### src/rtl/gate_check_seq_pkg.sv
// Shared encodings for the gate exerciser: op codes, FSM states and the
// expected two-input gate truth function.
package gate_check_seq_pkg;

  typedef enum logic [2:0] {
    OP_AND  = 3'd0,
    OP_OR   = 3'd1,
    OP_XOR  = 3'd2,
    OP_NAND = 3'd3,
    OP_NOR  = 3'd4,
    OP_XNOR = 3'd5
  } op_e;

  // Codes above this are reserved and rejected at start.
  localparam logic [2:0] OP_LAST = 3'd5;

  typedef enum logic [2:0] {
    ST_IDLE   = 3'd0,
    ST_APPLY  = 3'd1,
    ST_WAIT   = 3'd2,
    ST_SAMPLE = 3'd3,
    ST_DONE   = 3'd4
  } state_e;

  localparam logic [1:0] LAST_VEC = 2'd3;

  function automatic logic gate_exp(input logic [2:0] op, input logic a, input logic b);
    logic y;
    y = 1'b0;
    case (op)
      OP_AND:  y = a & b;
      OP_OR:   y = a | b;
      OP_XOR:  y = a ^ b;
      OP_NAND: y = ~(a & b);
      OP_NOR:  y = ~(a | b);
      OP_XNOR: y = ~(a ^ b);
      default: y = 1'b0;
    endcase
    return y;
  endfunction

endpackage

### src/rtl/gate_check_seq_gate_ref_model.sv
// Combinational expected-output lookup for the basic two-input gates.
// Reserved op codes yield 0.
module gate_ref_model
  import gate_check_seq_pkg::*;
(
  input  logic [2:0] op,
  input  logic       a,
  input  logic       b,
  output logic       y
);

  assign y = gate_exp(op, a, b);

endmodule

### src/rtl/gate_check_seq.sv
// Gate exerciser: steps {a,b} through 00,01,10,11, waits a settle time per
// vector, compares the gate output against the reference and reports results.
//
// state  | meaning
// IDLE   | waiting for start; reserved op pulses cfg_err
// APPLY  | drive vector vec_idx onto a/b, load hold timer
// WAIT   | settle; down-counter runs to terminal count 0
// SAMPLE | compare y_i with expected, advance vector
// DONE   | one-cycle done pulse, return a/b to 0
module gate_check_seq
  import gate_check_seq_pkg::*;
#(
  parameter int HOLD_CYCLES = 4,
  parameter int CNT_W       = 8
) (
  input  logic       clk,
  input  logic       rst_n,
  input  logic       start,
  input  logic       abort,
  input  logic [2:0] op,
  input  logic       y_i,
  output logic       a_o,
  output logic       b_o,
  output logic       busy,
  output logic       done,
  output logic       pass,
  output logic [2:0] err_cnt,
  output logic [3:0] fail_map,
  output logic       cfg_err
);

  localparam logic [CNT_W-1:0] HOLD_LOAD = CNT_W'(HOLD_CYCLES - 1);

  state_e           state_q, state_d;
  logic [CNT_W-1:0] cnt_q, cnt_d;
  logic [1:0]       vec_q, vec_d;
  logic [2:0]       op_q, op_d;
  logic             a_q, a_d, b_q, b_d;
  logic             pass_q, pass_d;
  logic [2:0]       err_q, err_d;
  logic [3:0]       map_q, map_d;
  logic             cfg_err_q, cfg_err_d;
  logic             exp_y;

  gate_ref_model u_ref (
    .op (op_q),
    .a  (a_q),
    .b  (b_q),
    .y  (exp_y)
  );

  always_ff @(posedge clk or negedge rst_n) begin
    if (!rst_n) begin
      state_q   <= ST_IDLE;
      cnt_q     <= '0;
      vec_q     <= '0;
      op_q      <= '0;
      a_q       <= 1'b0;
      b_q       <= 1'b0;
      pass_q    <= 1'b0;
      err_q     <= '0;
      map_q     <= '0;
      cfg_err_q <= 1'b0;
    end else begin
      state_q   <= state_d;
      cnt_q     <= cnt_d;
      vec_q     <= vec_d;
      op_q      <= op_d;
      a_q       <= a_d;
      b_q       <= b_d;
      pass_q    <= pass_d;
      err_q     <= err_d;
      map_q     <= map_d;
      cfg_err_q <= cfg_err_d;
    end
  end

  always_comb begin
    state_d   = state_q;
    cnt_d     = cnt_q;
    vec_d     = vec_q;
    op_d      = op_q;
    a_d       = a_q;
    b_d       = b_q;
    pass_d    = pass_q;
    err_d     = err_q;
    map_d     = map_q;
    cfg_err_d = 1'b0;

    case (state_q)
      ST_IDLE: begin
        if (start && !abort) begin
          if (op <= OP_LAST) begin
            op_d    = op;
            err_d   = '0;
            map_d   = '0;
            pass_d  = 1'b0;
            vec_d   = '0;
            state_d = ST_APPLY;
          end else begin
            cfg_err_d = 1'b1;
          end
        end
      end
      ST_APPLY: begin
        a_d     = vec_q[1];
        b_d     = vec_q[0];
        cnt_d   = HOLD_LOAD;
        state_d = ST_WAIT;
      end
      ST_WAIT: begin
        if (cnt_q == '0) state_d = ST_SAMPLE;
        else             cnt_d   = cnt_q - 1'b1;
      end
      ST_SAMPLE: begin
        if (y_i != exp_y) begin
          err_d        = err_q + 3'd1;
          map_d[vec_q] = 1'b1;
        end
        // Publish pass together with the done pulse rather than a cycle later.
        if (vec_q == LAST_VEC) begin
          pass_d  = (err_d == '0);
          state_d = ST_DONE;
        end else begin
          vec_d   = vec_q + 2'd1;
          state_d = ST_APPLY;
        end
      end
      ST_DONE: begin
        a_d     = 1'b0;
        b_d     = 1'b0;
        state_d = ST_IDLE;
      end
      default: state_d = ST_IDLE;
    endcase

    if (abort && state_q != ST_IDLE) begin
      state_d = ST_IDLE;
      a_d     = 1'b0;
      b_d     = 1'b0;
      pass_d  = 1'b0;
    end
  end

  assign a_o      = a_q;
  assign b_o      = b_q;
  assign busy     = (state_q != ST_IDLE);
  assign done     = (state_q == ST_DONE);
  assign pass     = pass_q;
  assign err_cnt  = err_q;
  assign fail_map = map_q;
  assign cfg_err  = cfg_err_q;

endmodule

### config.mk
export PLATFORM = sky130hd
export DESIGN_NAME = gate_check_seq
export DESIGN_NICKNAME = d
export VERILOG_FILES = /design/src/rtl/gate_check_seq_pkg.sv /design/src/rtl/gate_check_seq_gate_ref_model.sv /design/src/rtl/gate_check_seq.sv
export SDC_FILE = /design/constraint.sdc
export NUM_CORES = 1
export LEC_CHECK = 0
export BUFFER_PORTS_ARGS = -buffer_cell sky130_fd_sc_hd__buf_2
export CAP_MARGIN = 10
export CORE_MARGIN = 2
export CORE_UTILIZATION = 45
export DETAILED_ROUTE_END_ITERATION = 7
export GPL_ROUTABILITY_DRIVEN = 0
export PLACE_DENSITY_LB_ADDON = 0.12
export SYNTH_ARGS = -nofsm -noshare
export SYNTH_HDL_FRONTEND = slang
export SYNTH_SLANG_ARGS = --single-unit
### constraint.sdc
create_clock -name clk -period 5.67 [get_ports clk]
set_input_delay 0 -clock clk [delete_from_list [all_inputs] [get_ports clk]]
set_output_delay 0 -clock clk [all_outputs]
set_load 0.1 [all_outputs]
==> impl_metrics.yaml, run 1 <==
run_status:
  status: "complete, no violations"
synthesis:
  synth-compound-area-share: 0.121
  syn-cell-area_sq_mm: 0.00152
  syn_avg_cell_area_sq_um: 9.68
  synth_xor_area_frac: 0.0461
  ys_warn_count: 0
  ys_ff_latch: 27
  synthArstFlopShare: 1.00
  seq_area_frac_synth: 0.444
  synth_cell_type_count: 36
  netlist_instances: 157
  synth_simple_gate_area_frac: 0.231
  synth_top_flop_cell: "dfrtp_1"
  synthAdderAreaFrac: 0.0741
  synth.area.mux_share: 0.0337
  synth_edf_count: 0
  synth_top_family_by_area: "simple AND/OR/NAND/NOR gates"
  synthesis.nets: 174
cells_and_area:
  final_layout_size_suffix_gt1_frac: 0.170
  instances_no_fill: 228
  diodes: 0
  fillers: 306
  fin_area_sq_mm: 0.00172
  nets: 200
  area_growth_pct: 13.4
  final_cell_mix: "dfrtp_1 (27), nand2_1 (24), buf_2 (20), nor2_1 (19)"
  final_common_cell: "dfrtp_1"
timing:
  finalSetupViolCount: 0
  hold_viol_final: 0
  skew_ns: 0.0108
  rsz0062_at_grt: "no"
  maxSlewHeadroom: 0.231
  fin_crit_sh: 0.422
  fin_crit_ns: 2.39
  tightestPinTransition_ns: 1.15
  finalSetupTns_ns: 0
  max_freq_mhz: 418
  slew_viol_final: 0
placement:
  hpwlAfterDp_mm: 2.30
  dp.cells: 218
  portBuffers: 20
  placed_cell_area_sq_mm: 0.00164
clock_network:
  cts_buffers: 3
  tritoncts: "built"
  htree_levels: 1
  post_cts_buffers: 0
  cts_buffer_depth: 2
  path_clk_slew_ns: 0.15
  cts_sinks: 27
  cts_root_buf: "clkbuf_4"
  clkLatencyLatePin_ns: 0.33
  cts_resized: 0
pwr:
  p_per_area_mw_per_mm2: 420
  ir_drop_mv: 0.193
  p_leak_uw: 0.000865
global_route:
  grt_pass1_wl_mm: 5.57
  antenna_found_initial: 0
  grt_overflow: 0
  grt_pass1_vias: 1171
  grt_max_degree: 28
  grt_usage: 0.182
critical_path:
  required_ns: 5.85
  crit_fanout: 8
  critical_path_class: "reg2reg"
  arrival_ns: 2.57
  crit_path_end_kind: "register"
  cp-start-kind: "register"
hold_path:
  hold_class: "in2reg"
floorplanning:
  dieWidth_um: 62.1
  ioPinCount: 21
  start_util: 0.463
  core-area_sq_mm: 0.00328
  fp.dieArea_sq_mm: 0.00386
  die_h_um: 62.1
  rows: 21
route:
  drc_errors: 0
  vias_per_cell: 5.12
  wl_per_cell_um: 14.0
  final_antenna_net_count: 0
  vias: 1168
  route.final.wire_length_mm: 3.18
  drtIter0Drc: 33
  firstDrtPassIters: 4
flow_run:
  maxCapViolCount: 0
## state kept, by name (all words and copies together), names as in the netlist
register,cells
cnt_q,8
fail_map,4
err_cnt,3
op_q,3
state_q,3
vec_q,2
a_o,1
b_o,1
cfg_err,1
pass,1
## cells in the mapped netlist (2+ instances only)
cell,n,area [sq um]
a21oi_1,4,20.0
a22o_1,2,17.5
a31oi_1,4,25.0
buf_6,3,33.8
clkbuf_1,2,7.51
dfrtp_1,27,676
ha_1,9,113
inv_1,9,33.8
mux2i_1,4,40.0
nand2_1,24,90.1
nand3b_1,3,22.5
nand4_1,3,18.8
nor2_1,19,71.3
nor3_1,2,10.0
nor3b_2,2,25.0
nor4_1,3,18.8
o21ai_0,8,40.0
o22ai_1,2,12.5
or2_2,2,12.5
or3_1,3,18.8
xnor2_1,4,35.0
xor2_1,4,35.0
## final timing paths
check | from | slack [ns] | end | cells after the start
setup reg to reg | cnt_q[0] | 3.28 | cnt_q[5] | 8
hold / removal | y_i | 0.17 | fail_map[1] | 4
setup / recovery | cnt_q[0] | 3.28 | cnt_q[5] | 8
min in group asynchronous | rst_n | 0.20 | b_o | 2
max in group asynchronous | rst_n | 5.08 | cnt_q[2] | 2
hold reg to reg | fail_map[2] | 0.52 | fail_map[2] | 2
## kinds of logic (layout without fill, tap and decap cells)
family,count (synthesis),after routing
and+or+nand+nor,68,68
DFF,27,27
AOI/OAI and AO/OA,26,26
buffers and inverters,14,39
adders and majority gates,9,9
xor gates and xnor gates,8,8
muxes,5,5
## what timing repair did
item / in CTS / in global routing
endpoints found under the hold margin: 36 / 0
hold buffers: 6 / 0
setup endpoints to repair: 0 / 0
## power by group
group | switching, uW | leakage (uW) | total (uW) | internal [uW]
combinational | 238 | 0.000486 | 341 | 103
clock | 59.1 | 0.0000177 | 85.5 | 26.5
sequential | 63.2 | 0.000360 | 297 | 234
total | 360 | 0.000865 | 724 | 364
## per-layer routing
metal / part of all wire / global-route usage
met1: 0.45 / 0.233
met2: 0.52 / 0.321
met3: 0.027 / 0.0435
met4: 0.0060 / 0.0250
met5: 0 / 0
## metrics by stage
stage	hold slack [ns]	util	total power [uW]	setup slack (ns)
final	0.172	0.525	724	3.28
after global routing	0.160	0.525	776	3.05
after CTS	0.159	0.525	729	3.26
after detailed placement	0.0491	0.498	640	3.29
after global placement	0.0438	0.498	630	3.40
after floorplan	-0.296	-	575	3.00
## area by class of cell
class                      instances  area (sq um)  share of cell area
timing repair buffer              26           160              0.0929
multi-input combinational        116           769               0.446
tap                               46          57.6              0.0334
clock inverter                     1          5.00             0.00290
inverter                           9          33.8              0.0196
clock buffer                       3          22.5              0.0131
sequential                        27           676               0.392
## worst max-delay path, stage by stage (launching register included)
cell and delay [ns]:
dfrtp_1 0.46, inv_1 0.08, ha_1 0.20, nor3b_2 0.17, a2111oi_4 0.56, nor4b_4 0.35
nor3b_2 0.24, xnor2_1 0.14, nor2_1 0.05
(Power assumes the default switching activity.)
==> run 2, diff against run 1 <==
--- a/config.mk
+++ b/config.mk
@@ -5,6 +5,7 @@
 export SDC_FILE = /design/constraint.sdc
 export NUM_CORES = 1
 export LEC_CHECK = 0
+export ABC_AREA = 1
 export BUFFER_PORTS_ARGS = -buffer_cell sky130_fd_sc_hd__buf_2
 export CAP_MARGIN = 10
 export CORE_MARGIN = 2
==> constraint.sdc (replaced) <==
create_clock -name clk -period 2.1 [get_ports clk]
set_input_delay 0 -clock clk [delete_from_list [all_inputs] [get_ports clk]]
set_output_delay 0 -clock clk [all_outputs]
set_load 0.1 [all_outputs]
==> run 2 against run 1 <==
Against the previous run:
- hold slack worse by 0.083 ns
- core utilization grew 2.7 points
- count of clock-buffer cells in the layout grew 1
- sequential power grew to 2.8 times the previous value
- synthesized cell count rose by 24%
- non-clock buffer count up 2
- wire length decreased by 1.0%
- area after synthesis grew 3.5%
- critical endpoint is now cfg_err
==> impl_metrics.yaml, run 2 <==
critical_path:
  crit_chain: "dlygate4sd3_1 > buf_2 > inv_1 > nand2_1 > dlygate4sd3_1 > nor3_1 > dlygate4sd3_1"
  arrival_ns: 2.05
  required_ns: 2.38
  slowest_stage: "dlygate4sd3_1"
  critical_path_class: "in2reg"
  cp-start-kind: "input port"
  crit_path_end_kind: "register"
  crit_top_cell: "dlygate4sd3_1"
  cp_slowest_stage_delay_ns: 0.56
  crit_fanout: 3
cells_and_area:
  largest-register: "cnt_q"
  nets: 244
  final_cell_mix: "nand2_1 (35), dfrtp_1 (25), inv_1 (24), buf_2 (20), nor2_1 (17)"
  final_layout_size_suffix_gt1_frac: 0.212
  area_growth_pct: 17.2
  instances_no_fill: 272
  final_common_cell: "nand2_1"
  fillers: 338
  largest_reg_flops: 8
  diodes: 0
route:
  wl_per_cell_um: 11.6
  route.final.wire_length_mm: 3.15
  vias: 1354
  drtIter0Drc: 92
  drc_errors: 0
  vias_per_cell: 4.98
  firstDrtPassIters: 5
  final_antenna_net_count: 0
synthesis:
  synthesis.nets: 211
  syn_avg_cell_area_sq_um: 8.11
  synthTopCellsByCount: "nand2_1 (35), dfrtp_1 (27), inv_1 (24)"
  ys_ff_latch: 27
  yosys-top-cells-area: "dfrtp_1 (43%), nand2_1 (8.4%), ha_1 (7.2%)"
  yosysMostFrequentCell: "nand2_1"
  synth_edf_count: 0
  syn-cell-area_sq_mm: 0.00157
  synth_cell_type_count: 29
  synthArstFlopShare: 1.00
  synth_top_flop_cell: "dfrtp_1"
  netlist_instances: 194
  synth_largest_area_cell: "dfrtp_1"
  ys_warn_count: 0
  synth_top_area_frac: 0.430
  seq_area_frac_synth: 0.430
pwr:
  seqPwrFrac: 0.299
  p_comb_frac: 0.618
  ir_drop_mv: 0.605
  p_leak_uw: 0.000933
  switchingPower_uw: 1570
  p_sw_frac: 0.567
  power.internal_uw: 1200
  clkPwrFrac: 0.083
  p_per_area_mw_per_mm2: 1510
  power_uw: 2770
timing:
  finalSetupViolCount: 0
  maxSlewHeadroom: 0.593
  hold_viol_final: 0
  rsz0062_at_grt: "no"
  tightestPinTransition_ns: 0.611
  fin_crit_ns: 1.77
  slew_viol_final: 0
  skew_ns: 0.00446
  fin_crit_sh: 0.844
  max_freq_mhz: 564
  finalSetupTns_ns: 0
floorplanning:
  dieWidth_um: 63.1
  core-area_sq_mm: 0.00334
  die_h_um: 63.1
  fp.dieArea_sq_mm: 0.00398
  start_util: 0.471
  ioPinCount: 21
  rows: 21
clock_network:
  path_clk_slew_ns: 0.14
  htree_levels: 1
  tritoncts: "built"
  cts_sinks: 27
  cts_root_buf: "clkbuf_4"
  cts_buffers: 3
  cts_buffer_depth: 2
  clkLatencyLatePin_ns: 0.33
  cts_resized: 0
placement:
  portBuffers: 20
  dp.cells: 260
  hpwlAfterDp_mm: 2.41
global_route:
  grt_pass1_wl_mm: 5.65
  grt_usage: 0.180
  grt_max_degree: 28
  antenna_found_initial: 0
  grt_pass1_vias: 1357
  grt_overflow: 0
flow_run:
  maxCapViolCount: 0
run_status:
  status: "complete, no violations"
hold_path:
  hold_class: "in2reg"
[run 2: final timing paths]
check	from	to	slack, ns	cells after the start
setup reg to reg	a_o	fail_map[1]	0.33	11
hold reg to reg	cnt_q[0]	cnt_q[0]	0.50	1
hold / removal	y_i	err_cnt[0]	0.09	6
setup / recovery	abort	cfg_err	0.33	7
max in group asynchronous	rst_n	b_o	1.47	2
min in group asynchronous	rst_n	cnt_q[7]	0.20	2
[run 2: per-stage QoR]
| step | setup WS [ns] | instance area (sq um) | hold WS (ns) | util |
|---|---|---|---|---|
| after floorplan | 0.0658 | 1580 | -0.296 | - |
| after global placement | 0.412 | 1740 | 0.0486 | 0.520 |
| after detailed placement | 0.337 | 1740 | 0.0558 | 0.520 |
| after CTS | 0.314 | 1840 | 0.0844 | 0.552 |
| after global routing | 0.0993 | 1840 | 0.103 | 0.552 |
| final | 0.328 | 1840 | 0.0889 | 0.552 |
[run 2: cells by family (layout without fill, tap and decap cells)]
kind of cell	Yosys count	after routing	synth area share
AOI/OAI and AO/OA	39	39	0.139
xor gates and xnor gates	4	4	0.0223
adders and majority gates	9	9	0.0716
buffers and inverters	31	63	0.0803
DFF	27	27	0.430
and+or+nand+nor	84	84	0.257
[run 2: power by group through the flow]
stage / logic (uW) / clock network, uW / registers, uW
2_1_floorplan: 1040 / 0 / 1190
3_3_place_gp: 1680 / 0 / 833
3_5_place_dp: 1710 / 0 / 841
4_1_cts: 1730 / 238 / 831
5_1_grt: 1900 / 259 / 855
6_report: 1720 / 229 / 830
[run 2: layer usage]
| layer | wire length (um) | up-vias | track usage | share of wire |
|---|---|---|---|---|
| met5 | 0 | - | 0 | 0 |
| met4 | 85 | 0 | 0.0889 | 0.027 |
| met3 | 111 | 8 | 0.0250 | 0.035 |
| met2 | 1590 | 34 | 0.322 | 0.50 |
| met1 | 1360 | 624 | 0.211 | 0.43 |
| li1 | - | 688 | - | - |
[run 2: timing repair]
item / in CTS / in global routing
buffers inserted: 0 / 0
hold endpoints to repair: 33 / 0
hold buffers: 8 / 0
[run 2: area by class of cell]
cell class                      count  area [sq um]  area share
Clock buffer                        4          26.3      0.0143
Inverter                           31           128      0.0692
Multi-Input combinational cell    136           773       0.420
Sequential cell                    27           678       0.368
Tap cell                           46          57.6      0.0312
Timing Repair Buffer               28           180      0.0978
[run 2: critical path, delay by kind of cell]
family	cells	cell delay (ns)
and+or+nand+nor	2	0.22
buffers and inverters	5	1.84
==> run 3, diff against run 2 <==
==> constraint.sdc (replaced) <==
create_clock -name clk -period 1.75 [get_ports clk]
set_input_delay 0 -clock clk [delete_from_list [all_inputs] [get_ports clk]]
set_output_delay 0 -clock clk [all_outputs]
set_load 0.1 [all_outputs]
==> run 3 against run 2 <==
Against the previous run:
- the flow now finishes with violations (negative setup slack)
- count of clock-buffer cells in the layout shrank 1
- first-iteration DRC count fell by 3.3%
- final area is 5.1% higher
- worst setup slack worse by 0.35 ns
- largest power group unchanged
==> impl_metrics.yaml, run 3 (synthesis gave the netlist of run 2 again) <==
placement:
  portBuffers: 20
  pre_cts_ws_ns: -0.00354
  dp.cells: 262
  hpwlAfterDp_mm: 2.53
global_route:
  busiest_layer: "met2"
  grtUsageMet1: 0.206
  grt_use_met3: 0.0304
  grt_overflow: 0
  grt_usage: 0.179
  grt_pass1_wl_mm: 5.70
  grt_pass1_vias: 1334
  grt_max_degree: 28
  use_met2: 0.326
  antenna_found_initial: 0
cells_and_area:
  final_layout_size_suffix_gt1_frac: 0.279
  final_common_cell: "nand2_1"
  nets: 247
  final_cell_mix: "nand2_1 (33), dfrtp_1 (25), inv_1 (21), buf_2 (20), nor2_1 (17)"
  area_growth_pct: 23.2
  fillers: 296
  instances_no_fill: 275
  diodes: 0
  largest-register: "cnt_q"
  largest_reg_flops: 8
timing:
  max_freq_mhz: 565
  fin_crit_sh: 1.01
  finalSetupViolCount: 1
  rsz0062_at_grt: "yes"
  fin_crit_ns: 1.77
  skew_ns: 0.00312
  slew_viol_final: 0
  maxSlewHeadroom: 0.598
  hold_viol_final: 0
  tightestPinTransition_ns: 0.603
  hold_slack_ns: 0.0868
  setup_ws_ns: -0.0206
critical_path:
  r2r_slack_ns: -0.02
  reg2regPathDepth: 12
  timing.rr.end: "pass"
  critical_path_class: "reg2reg"
  required_ns: 2.01
  worstSetupStartpoint: "b_o"
  arrival_ns: 2.03
  crit_fanout: 3
  cp_slowest_stage_delay_ns: 0.53
  crit_chain: "inv_4 > ha_4 > inv_2 > nand2_2 > nand3_2 > nand2_4 > o21ai_4 > nand2_2 > buf_4 > o21ai_2 > nand3_1 > nand2_1"
  crit_top_cell: "nand2_2"
  slowest_stage: "dfrtp_4"
  cp-start-kind: "register"
  reg2reg_from: "b_o"
  crit_path_end_kind: "register"
floorplanning:
  rows: 21
  fp.dieArea_sq_mm: 0.00398
  start_util: 0.471
  core-area_sq_mm: 0.00334
  dieWidth_um: 63.1
  ioPinCount: 21
  die_h_um: 63.1
route:
  drtIter0Drc: 89
  route.final.wire_length_mm: 3.40
  vias_per_cell: 5.00
  final_antenna_net_count: 0
  wl_per_cell_um: 12.4
  firstDrtPassIters: 5
  drc_errors: 0
  vias: 1374
clock_network:
  clkLatencyLatePin_ns: 0.31
  cts_buffer_depth: 2
  cts_buffers: 3
  cts_root_buf: "clkbuf_4"
  cts_sinks: 27
  path_clk_slew_ns: 0.14
  tritoncts: "built"
  htree_levels: 1
run_status:
  status: "finished, violations left"
  failed_checks: "negative setup slack"
pwr:
  ir_drop_mv: 0.627
  p_leak_uw: 0.000962
  p_per_area_mw_per_mm2: 1840
hold_path:
  min_from: "abort"
  whs_endpoint: "state_q[0]"
  whs_path_depth: 4
  hold_class: "in2reg"
flow_run:
  maxCapViolCount: 0
run 3: cell types whose count changed in the layout (fill, tap and decap cells not counted), sizes merged:
| cell | previous run | this run |
|---|---|---|
| clkinv | 2 | 3 |
| clkbuf | 4 | 3 |
| buf | 20 | 23 |
run 3: worst max-delay path by stage:
| stage | endpoint | depth (start not counted) |
|---|---|---|
| after CTS | fail_map[3] | 11 |
| final | pass | 12 |
| after global placement | fail_map[2] | 11 |
| after floorplan | fail_map[0] | 10 |
| after global routing | fail_map[2] | 11 |
| after detailed placement | fail_map[0] | 11 |
run 3: power breakdown:
| part | internal, uW | leakage, uW | switching [uW] |
|---|---|---|---|
| sequential | 826 | 0.000351 | 199 |
| combinational | 642 | 0.000593 | 1640 |
| clock | 85.4 | 0.0000177 | 179 |
run 3: worst max-delay path: cells and delay by family (launching register included):
| kind | cells | cell delay (ns) |
|---|---|---|
| fa+ha+maj | 1 | 0.20 |
| buf+inv | 3 | 0.26 |
| flops | 1 | 0.53 |
| compound gates | 2 | 0.27 |
| simple gates | 6 | 0.46 |
run 3: layer usage:
metal  up-vias  wire length, um
met4         0              103
li1        697                -
met2        25             1800
met1       644             1400
met3         8               91
met5         -                0
run 3: layout make-up:
cell class	count	area [sq um]	area share
clock inverters	1	5.00	0.00258
inverters	31	133	0.0685
multi-input cells	136	833	0.430
repair buffers	31	203	0.105
clock buffers	3	22.5	0.0116
well taps	46	57.6	0.0297
flip-flops and latches	27	683	0.353
run 3: repair_timing:
action,4_1_cts,5_1_grt
resized for setup,0,9
endpoints found under the hold margin,33,0
pin swaps,2,3
hold buffers,8,0
gates cloned,0,0
endpoints found under the setup margin,4,7
setup buffers,0,1
run 3: per-stage QoR:
stage / power, uW / TNS, ns / instance area [sq um] / util
global route: 3870 / -0.648 / 1940 / 0.580
CTS: 3430 / 0 / 1890 / 0.566
floorplan: 2750 / -0.379 / 1610 / -
finish: 3570 / -0.0206 / 1940 / 0.580
detailed placement: 3150 / -0.00354 / 1780 / 0.534
global placement: 3100 / 0 / 1780 / 0.534
